### config.mk
export PLATFORM = sky130hd
export DESIGN_NAME = dot_product_accumulator
export DESIGN_NICKNAME = d
export VERILOG_FILES = /design/src/rtl/alu_pkg.sv /design/src/rtl/tree_multiplier.sv /design/src/rtl/dot_product_accumulator.sv
export SDC_FILE = /design/constraint.sdc
export NUM_CORES = 1
export LEC_CHECK = 0
export ABC_CLOCK_PERIOD_IN_PS = 5600
export BUFFER_PORTS_ARGS = -buffer_cell sky130_fd_sc_hd__buf_2
export CAP_MARGIN = 0
export CORE_MARGIN = 3
export CORE_UTILIZATION = 56
export DETAILED_ROUTE_END_ITERATION = 10
export GPL_TIMING_DRIVEN = 0
export PLACE_DENSITY = 0.79
export SYNTH_ARGS = -nofsm -noshare
export SYNTH_HDL_FRONTEND = slang
export SYNTH_HIERARCHICAL = 1
export SYNTH_SLANG_ARGS = --single-unit
export TNS_END_PERCENT = 5
### constraint.sdc
create_clock -name clk -period 5.6 [get_ports clk]
set_input_delay 1.4 -clock clk [delete_from_list [all_inputs] [get_ports clk]]
set_output_delay 1.4 -clock clk [all_outputs]
set_load 0.005 [all_outputs]
### src/rtl/alu_pkg.sv
// Shared ALU datapath definitions: width derivations and the MAC state type.
package alu_pkg;

  // MAC sequencing: collecting terms, or holding a finished result.
  typedef enum logic {
    ACC  = 1'b0,
    HOLD = 1'b1
  } state_t;

  // Accumulator width that cannot overflow for `length` products of size x size.
  function automatic int unsigned acc_width(input int unsigned size, input int unsigned length);
    return 2 * size + $clog2(length);
  endfunction

  // Counter width able to represent 0..length.
  function automatic int unsigned cnt_width(input int unsigned length);
    return $clog2(length + 1);
  endfunction

endpackage

### src/rtl/tree_multiplier.sv
// Combinational unsigned multiplier built from shifted partial products.
// Ports: a, b (SIZE-bit unsigned operands) -> p (2*SIZE-bit product).
module tree_multiplier #(
  parameter int unsigned SIZE = 4
) (
  input  logic [SIZE-1:0]   a,
  input  logic [SIZE-1:0]   b,
  output logic [2*SIZE-1:0] p
);

  localparam int unsigned PW = 2 * SIZE;

  logic [PW-1:0] pp [SIZE];

  // One partial product per multiplier bit.
  always_comb begin
    for (int i = 0; i < int'(SIZE); i++) begin
      pp[i] = b[i] ? (PW'(a) << i) : '0;
    end
  end

  // Reduce the partial products; synthesis balances the adder structure.
  always_comb begin
    p = '0;
    for (int i = 0; i < int'(SIZE); i++) begin
      p = p + pp[i];
    end
  end

endmodule

### src/rtl/dot_product_accumulator.sv
// Sequential multiply-accumulate: sums up to LENGTH products a*b per vector
// and presents the completed sum on a valid/ready output port.
// Ports: clk, rst_n (sync, active-low); in_valid/in_ready/a/b/in_last term
// input; out_valid/out_ready/out_sum/out_terms result output.
module dot_product_accumulator
  import alu_pkg::*;
#(
  parameter int unsigned SIZE      = 4,
  parameter int unsigned LENGTH    = 4,
  parameter int unsigned ACC_WIDTH = acc_width(SIZE, LENGTH),
  parameter int unsigned CNT_WIDTH = cnt_width(LENGTH)
) (
  input  logic                 clk,
  input  logic                 rst_n,
  input  logic                 in_valid,
  output logic                 in_ready,
  input  logic [SIZE-1:0]      a,
  input  logic [SIZE-1:0]      b,
  input  logic                 in_last,
  output logic                 out_valid,
  input  logic                 out_ready,
  output logic [ACC_WIDTH-1:0] out_sum,
  output logic [CNT_WIDTH-1:0] out_terms
);

  localparam int unsigned PW    = 2 * SIZE;
  localparam int unsigned EXT_W = (ACC_WIDTH > PW) ? ACC_WIDTH : PW;

  state_t               state, state_n;
  logic [ACC_WIDTH-1:0] acc, acc_n;
  logic [CNT_WIDTH-1:0] cnt, cnt_n;
  logic                 out_valid_n;
  logic [ACC_WIDTH-1:0] out_sum_n;
  logic [CNT_WIDTH-1:0] out_terms_n;

  logic [PW-1:0]        p;
  logic [EXT_W-1:0]     p_ext;
  logic [ACC_WIDTH-1:0] p_acc;
  logic [ACC_WIDTH-1:0] sum_c;
  logic                 accept;
  logic                 final_term;

  tree_multiplier #(.SIZE(SIZE)) u_mul (
    .a (a),
    .b (b),
    .p (p)
  );

  // Zero-extend (or wrap, if ACC_WIDTH is narrowed) the product.
  assign p_ext = EXT_W'(p);
  assign p_acc = p_ext[ACC_WIDTH-1:0];
  assign sum_c = acc + p_acc;

  // In HOLD a new term can enter only alongside the result handoff.
  assign in_ready   = rst_n & ((state == ACC) | out_ready);
  assign accept     = in_valid & in_ready;
  // cnt is zero in HOLD, so this also covers the handoff term (LENGTH=1).
  assign final_term = (cnt == CNT_WIDTH'(LENGTH - 1)) | in_last;

  // State register and datapath registers.
  always_ff @(posedge clk) begin
    if (!rst_n) begin
      state     <= ACC;
      acc       <= '0;
      cnt       <= '0;
      out_valid <= 1'b0;
      out_sum   <= '0;
      out_terms <= '0;
    end else begin
      state     <= state_n;
      acc       <= acc_n;
      cnt       <= cnt_n;
      out_valid <= out_valid_n;
      out_sum   <= out_sum_n;
      out_terms <= out_terms_n;
    end
  end

  // Next-state and next-datapath logic.
  always_comb begin
    state_n     = state;
    acc_n       = acc;
    cnt_n       = cnt;
    out_valid_n = out_valid;
    out_sum_n   = out_sum;
    out_terms_n = out_terms;

    case (state)
      ACC:  ;
      HOLD: begin
        if (out_ready) begin
          out_valid_n = 1'b0;
          state_n     = ACC;
        end
      end
      default: state_n = ACC;
    endcase

    // acc is zero in HOLD, so sum_c is just p for a handoff term.
    if (accept) begin
      if (final_term) begin
        out_sum_n   = sum_c;
        out_terms_n = cnt + CNT_WIDTH'(1);
        out_valid_n = 1'b1;
        acc_n       = '0;
        cnt_n       = '0;
        state_n     = HOLD;
      end else begin
        acc_n = sum_c;
        cnt_n = cnt + CNT_WIDTH'(1);
      end
    end
  end

endmodule

# Word level (Yosys, flattened, before mapping)
# Index checks and enable logic that the tools add are counted.
dict set report classes {
  addsub 5
  n_eq_ne 1
  mux 14
  bitwise 5
  n_reduce_logical 1
}
# operator n
set op_table {}
lappend op_table {{10-bit by 8-bit adder with 10-bit output} 1}
lappend op_table {{10-bit two-way mux} 1}
lappend op_table {{8-bit by 6-bit adder with 8-bit output} 1}
lappend op_table {{8-bit by 7-bit adder with 8-bit output} 1}
lappend op_table {{8-bit adder} 1}
lappend op_table {{1-bit two-way mux} 8}
lappend op_table {{7-bit two-way mux} 1}
lappend op_table {{6-bit two-way mux} 1}
lappend op_table {{5-bit two-way mux} 1}
lappend op_table {{4-bit two-way mux} 1}
lappend op_table {{3-bit by 1-bit adder with 3-bit output (second input constant)} 1}
lappend op_table {{3-bit by 2-bit equality test with 1-bit output (second input constant)} 1}
lappend op_table {{3-bit two-way mux} 1}
lappend op_table {{1-bit AND} 2}
lappend op_table {{1-bit bitwise OR} 2}
lappend op_table {{2-bit AND reduction} 1}
lappend op_table {{1-bit inverter} 1}
dict set report word_totals {
  register_bits 28
  in_bits 13
  output_inout_bits 15
  wordCells 32
}

# Depth between registers and ports, before layout
dict set report depth {
  depth_word 6
  ltp_mapped 19
  mapped_depth_nobuf 19
}

# Hierarchy
# The synthesis kept the hierarchy.
# mod n_inst cells_each area_per_inst_um2 seq_area_each_um2
set modules_own_cells {}
lappend modules_own_cells {dot_product_accumulator 1 161 1403.8 560.5}
lappend modules_own_cells {tree_multiplier 1 54 421.7 0.0}

# Worst setup path before layout
# Ideal clock, no wire load.
dict set report synth_timing {
  path_kind {input-to-reg}
  start {input port a[1]}
  end {register out_sum[8]}
  setup_time_ps 119
  arrival_ps 4728
  required_time_ps 5481
  slack_ps 753
  cell_stages 17
  path_buffers 0
  cell_sequence {and2_1 -> ha_1 -> inv_1 -> fa_1 -> xor2_1 -> fa_1 -> inv_1 -> ha_1 -> inv_1 -> fa_1 -> xnor2_1 -> ha_1 -> a21o_1 -> a221o_1 -> a41oi_2 -> xor2_1 -> o21ai_1}
}
dict set report synth_via {
  elab_chain_cells 5
  word_cells_on_any_way 8
  classes_between {add/sub (4); mux (4)}
}
# item line
set synth_rtl {}
lappend synth_rtl {{start: declaration} dot_product_accumulator.sv:17} ;# input logic [SIZE-1:0] a,
lappend synth_rtl {{4-bit two-way mux or 5-bit two-way mux (tied branches)} tree_multiplier.sv:18} ;# pp[i] = b[i] ? (PW'(a) << i) : '0;
lappend synth_rtl {{8-bit adder} tree_multiplier.sv:26} ;# p = p + pp[i];
lappend synth_rtl {{8-bit by 6-bit adder with 8-bit output} tree_multiplier.sv:26}
lappend synth_rtl {{8-bit by 7-bit adder with 8-bit output *} tree_multiplier.sv:26}
lappend synth_rtl {{named net p[5]} dot_product_accumulator.sv:36} ;# logic [PW-1:0] p;
lappend synth_rtl {{10-bit by 8-bit adder with 10-bit output *} dot_product_accumulator.sv:52} ;# assign sum_c = acc + p_acc;
lappend synth_rtl {{end signal: assignment} dot_product_accumulator.sv:74} ;# out_sum <= out_sum_n;
lappend synth_rtl {{end: declaration} dot_product_accumulator.sv:22} ;# output logic [ACC_WIDTH-1:0] out_sum,
# The timed path passes the listed nets; every way through them passes the cells marked *.
# A chain may end at the register's enable or synchronous reset.

# Final worst setup path
# Ends and elaborated chain as after synthesis.

==> qor.json <==
{
  "yosysWarningCount": {"value": 6},
  "total_of_max_cap_violations": {"value": 0},
  "wl_per_cell": {"value": 12.5, "unit": "microns"},
  "layout.area.seq": {"value": 561, "unit": "sq um"},
  "numCtsBuffers": {"value": 3},
  "synth-seq-area-share": {"value": 30.7, "unit": "%"},
  "rsz0062_at_grt": {"value": "no"},
  "clock_skew": {"value": 0.00306, "unit": "ns"},
  "crit_path_start": {"value": "a[1]"},
  "hold_slack": {"value": 0.468, "unit": "ns"},
  "drive_above_1_share": {"value": 15.5, "unit": "%"},
  "dpl_cell_area": {"value": 2020, "unit": "sq um"},
  "ctsResizeCount": {"value": 0},
  "layout.core_utilization": {"value": 66.2, "unit": "%"},
  "syn_area_per_cell": {"value": 8.49, "unit": "sq um"},
  "viasPerCell": {"value": 5.34},
  "clkPwrFrac": {"value": 18.2, "unit": "%"},
  "min_delay_path_depth": {"value": 2},
  "grt.overflow.total": {"value": 0},
  "max_clock_freq": {"value": 0.204, "unit": "GHz"},
  "postSynthCellCount": {"value": 215},
  "grt_antenna_before_repair": {"value": 0},
  "grt_pass1_vias": {"value": 1458},
  "worst_hold_path_type": {"value": "reg2reg"},
  "dp_hpwl": {"value": 2.87, "unit": "mm"},
  "setup_viol": {"value": 0},
  "leakage": {"value": 0.974, "unit": "nW"},
  "core": {"value": 3080, "unit": "sq um"},
  "power.sequential.fraction": {"value": 49.7, "unit": "%"},
  "max_stage_delay": {"value": 0.43, "unit": "ns"},
  "finish.net_count": {"value": 284},
  "worstPathCellList": {"value": "buf_2 > and2_1 > ha_1 > inv_1 > fa_1 > xor2_1 > fa_1 > inv_1 > ha_1 > inv_1 > fa_1 > xnor2_1 > ha_1 > a21o_1 > a221o_1 > a41oi_2 > xor2_1 > o21ai_1"},
  "cp_data_arrival_time": {"value": 5.12, "unit": "ns"},
  "place_congestion": {"value": 0.820},
  "synth.largest_area_cell": {"value": "sky130_fd_sc_hd__dfxtp_1"},
  "cp_slowest_cell": {"value": "sky130_fd_sc_hd__fa_1"},
  "die_width": {"value": 63.1, "unit": "microns"},
  "setup_total_negative_slack": {"value": 0, "unit": "ns"},
  "ys_dominant_reg_cell": {"value": "sky130_fd_sc_hd__dfxtp_1"},
  "dr_total_vias": {"value": 1543},
  "synthDistinctLibCells": {"value": 38},
  "start_kind": {"value": "input pin"},
  "crit_path_max_fanout": {"value": 6},
  "cts-root-buf": {"value": "sky130_fd_sc_hd__clkbuf_4"},
  "report.final.slew_viol_count": {"value": 0},
  "grt_usage": {"value": 19.7, "unit": "%"},
  "design.die.area": {"value": 3980, "unit": "sq um"},
  "timing.final.hold_violations": {"value": 0},
  "hold_start": {"value": "out_terms[1]$_SDFFE_PN0P_"},
  "multi_input_comb_area": {"value": 1170, "unit": "sq um"},
  "worst_r2r_endpoint": {"value": "acc[8]$_SDFFE_PN0P_"},
  "finalCritPeriodShare": {"value": 87.4, "unit": "%"},
  "outcome": {"value": "finished, final reports clean"},
  "vdd_ir_drop_max": {"value": 0.000187, "unit": "V"},
  "timing.reg2reg.worst_path_depth": {"value": 8},
  "n_fill_cell": {"value": 296},
  "post-route-cell-area": {"value": 2040, "unit": "sq um"},
  "finalWorstPathRequiredPeriod": {"value": 4.90, "unit": "ns"},
  "totalWireLength": {"value": 3.60, "unit": "mm"},
  "htree_num_levels": {"value": 1},
  "async_sr_flop_fraction": {"value": 0, "unit": "%"},
  "ioPinCount": {"value": 28},
  "syn-num-nets": {"value": 252},
  "cts_setup_buffers": {"value": 0},
  "first_pass_grt_wire_length": {"value": 6.44, "unit": "mm"},
  "worst-slew-pin-transition": {"value": 0.473, "unit": "ns"},
  "detail-route-antenna-nets": {"value": 0},
  "slew_headroom": {"value": 68.3, "unit": "%"},
  "switching_fraction_of_total_power": {"value": 32.5, "unit": "%"},
  "cp-end-kind": {"value": "flop"},
  "power.net_switching": {"value": 0.142, "unit": "mW"},
  "drt_pre_antenna_iters": {"value": 4},
  "worst_r2r_startpoint": {"value": "acc[0]$_SDFFE_PN0P_"},
  "floorplan.initialDensity": {"value": 59.3, "unit": "%"},
  "detail_route.drc_violations": {"value": 0},
  "antennaDiodeCount": {"value": 0},
  "flow.area_growth_from_synthesis": {"value": 11.7, "unit": "%"},
  "synth_enable_flop_cells": {"value": 0},
  "holdBufCountCts": {"value": 0},
  "largest_net_degree_at_the_start_of_global_routing": {"value": 15},
  "synth_common_cells": {"value": "sky130_fd_sc_hd__dfxtp_1 (28), sky130_fd_sc_hd__nand2_1 (26), sky130_fd_sc_hd__ha_1 (18), sky130_fd_sc_hd__inv_1 (17), sky130_fd_sc_hd__nand3_1 (14)"},
  "worst_hold_path.endpoint": {"value": "out_terms[1]$_SDFFE_PN0P_"},
  "critical_path_class": {"value": "in2reg"},
  "synthesis.area": {"value": 1830, "unit": "sq um"},
  "clk_pin_slew_worst_paths": {"value": 0.13, "unit": "ns"},
  "minimum_setup_slack_among_reg_to_reg_paths": {"value": 3.43, "unit": "ns"},
  "worst-endpoint-required": {"value": 5.82, "unit": "ns"},
  "power_density": {"value": 214, "unit": "nW/um^2"},
  "io_buffer_count": {"value": 27},
  "cts_num_sinks": {"value": 28},
  "power_frac_comb": {"value": 32.2, "unit": "%"},
  "insertion_delay": {"value": 0.32, "unit": "ns"},
  "max-clock-path-buffers": {"value": 2},
  "drt_iter0_drc": {"value": 59},
  "yosys.cell_count.top_type": {"value": "sky130_fd_sc_hd__dfxtp_1"},
  "chipHeight": {"value": 63.1, "unit": "microns"},
  "tritoncts": {"value": "done"},
  "synth.ff_latch_count": {"value": 28},
  "power_report.internal_total": {"value": 0.294, "unit": "mW"},
  "netlist.area_leader.share": {"value": 30.7, "unit": "%"},
  "synth_top_cells_by_area": {"value": "sky130_fd_sc_hd__dfxtp_1 (31%), sky130_fd_sc_hd__ha_1 (12%), sky130_fd_sc_hd__fa_1 (6.6%)"},
  "fp-row-count": {"value": 20}
}
cell families after synthesis:
kind of cell / after synthesis / share of synthesized area (%)
AND/OR/NAND/NOR: 77 / 20.8
adder cells (fa/ha/maj): 24 / 18.9
buffers and inverters: 25 / 5.28
XOR/XNOR: 12 / 5.76
flip-flops: 28 / 30.7
AO/OA/AOI/OAI: 49 / 18.5
registers in the layout (all words and copies together) (netlist names):
register,flops
acc,10
out_sum,10
cnt,3
out_terms,3
out_valid,1
state,1
metrics by stage:
step | total power [mW] | setup WS, ns | cells
after floorplan | 0.325 | 0.753 | 215
after CTS | 0.439 | 0.677 | 289
after detailed placement | 0.362 | 0.354 | 286
after global placement | 0.359 | 0.371 | 286
after global routing | 0.469 | 0.447 | 289
final | 0.436 | 0.704 | 289
area by class of cell:
type                            count  area share (%)
Inverter                           17            3.13
Multi-Input combinational cell    162            57.3
Sequential cell                    28            27.5
Buffer                              8            1.60
Timing Repair Buffer               27            6.63
Tap cell                           44            2.70
Clock buffer                        3            1.10
cell usage in the layout, fill, tap and decap left out, types with 2 or more instances in the layout:
cell                       synthesis  routed
sky130_fd_sc_hd__nand2b_1          3       3
sky130_fd_sc_hd__buf_2             2      29
sky130_fd_sc_hd__a21boi_0          2       2
sky130_fd_sc_hd__nor2_1            6       6
sky130_fd_sc_hd__a21boi_1          2       2
sky130_fd_sc_hd__clkbuf_4          0       3
sky130_fd_sc_hd__clkbuf_1          6       6
sky130_fd_sc_hd__xnor2_1           4       4
sky130_fd_sc_hd__nand4_1           2       2
sky130_fd_sc_hd__a22oi_1           2       2
sky130_fd_sc_hd__nor3_1            3       3
sky130_fd_sc_hd__dfxtp_1          28      28
sky130_fd_sc_hd__xor2_1            8       8
sky130_fd_sc_hd__nand3_1          14      14
sky130_fd_sc_hd__o21ai_0           9       9
sky130_fd_sc_hd__inv_1            17      17
sky130_fd_sc_hd__nand2_1          26      26
sky130_fd_sc_hd__fa_1              6       6
sky130_fd_sc_hd__a21oi_1           7       7
sky130_fd_sc_hd__o211a_1           2       2
sky130_fd_sc_hd__a21o_1            6       6
sky130_fd_sc_hd__a31oi_1           3       3
sky130_fd_sc_hd__o21ai_1           6       6
sky130_fd_sc_hd__ha_1             18      18
sky130_fd_sc_hd__nor2b_1           6       6
sky130_fd_sc_hd__and2_1           13      13
sky130_fd_sc_hd__a21oi_2           2       2
per-layer routing:
layer  vias up  routed length (microns)  track usage [%]
li1        792                        -                -
met1       727                     1790             27.9
met2        22                     1690             31.9
met3         2                      106             3.74
met4         0                       12             2.48
met5         -                        0                0
power by group through the flow:
stage | Clock [mW] | Combinational (mW) | Sequential [mW]
finish | 0.0793 | 0.140 | 0.217
global route | 0.0883 | 0.163 | 0.218
CTS | 0.0807 | 0.142 | 0.217
detailed placement | 0 | 0.141 | 0.221
global placement | 0 | 0.138 | 0.221
floorplan | 0 | 0.104 | 0.220
worst max-delay path: cells and delay by family:
| kind | cells | cell delay (ns) |
|---|---|---|
| simple gates | 1 | 0.13 |
| compound gates | 4 | 0.85 |
| buf+inv | 4 | 0.30 |
| fa+ha+maj | 6 | 1.93 |
| xor+xnor | 3 | 0.50 |
how the worst max path moves through the flow:
stage                               to  cells after the start  slack (ns)
2_1_floorplan  out_sum[8]$_SDFFE_PN0P_                     17        0.75
3_3_place_gp   out_sum[8]$_SDFFE_PN0P_                     18        0.37
3_5_place_dp       acc[8]$_SDFFE_PN0P_                     18        0.35
4_1_cts        out_sum[8]$_SDFFE_PN0P_                     18        0.68
5_1_grt        out_sum[8]$_SDFFE_PN0P_                     20        0.45
6_report       out_sum[8]$_SDFFE_PN0P_                     18        0.70
(Power assumes the default switching activity.)
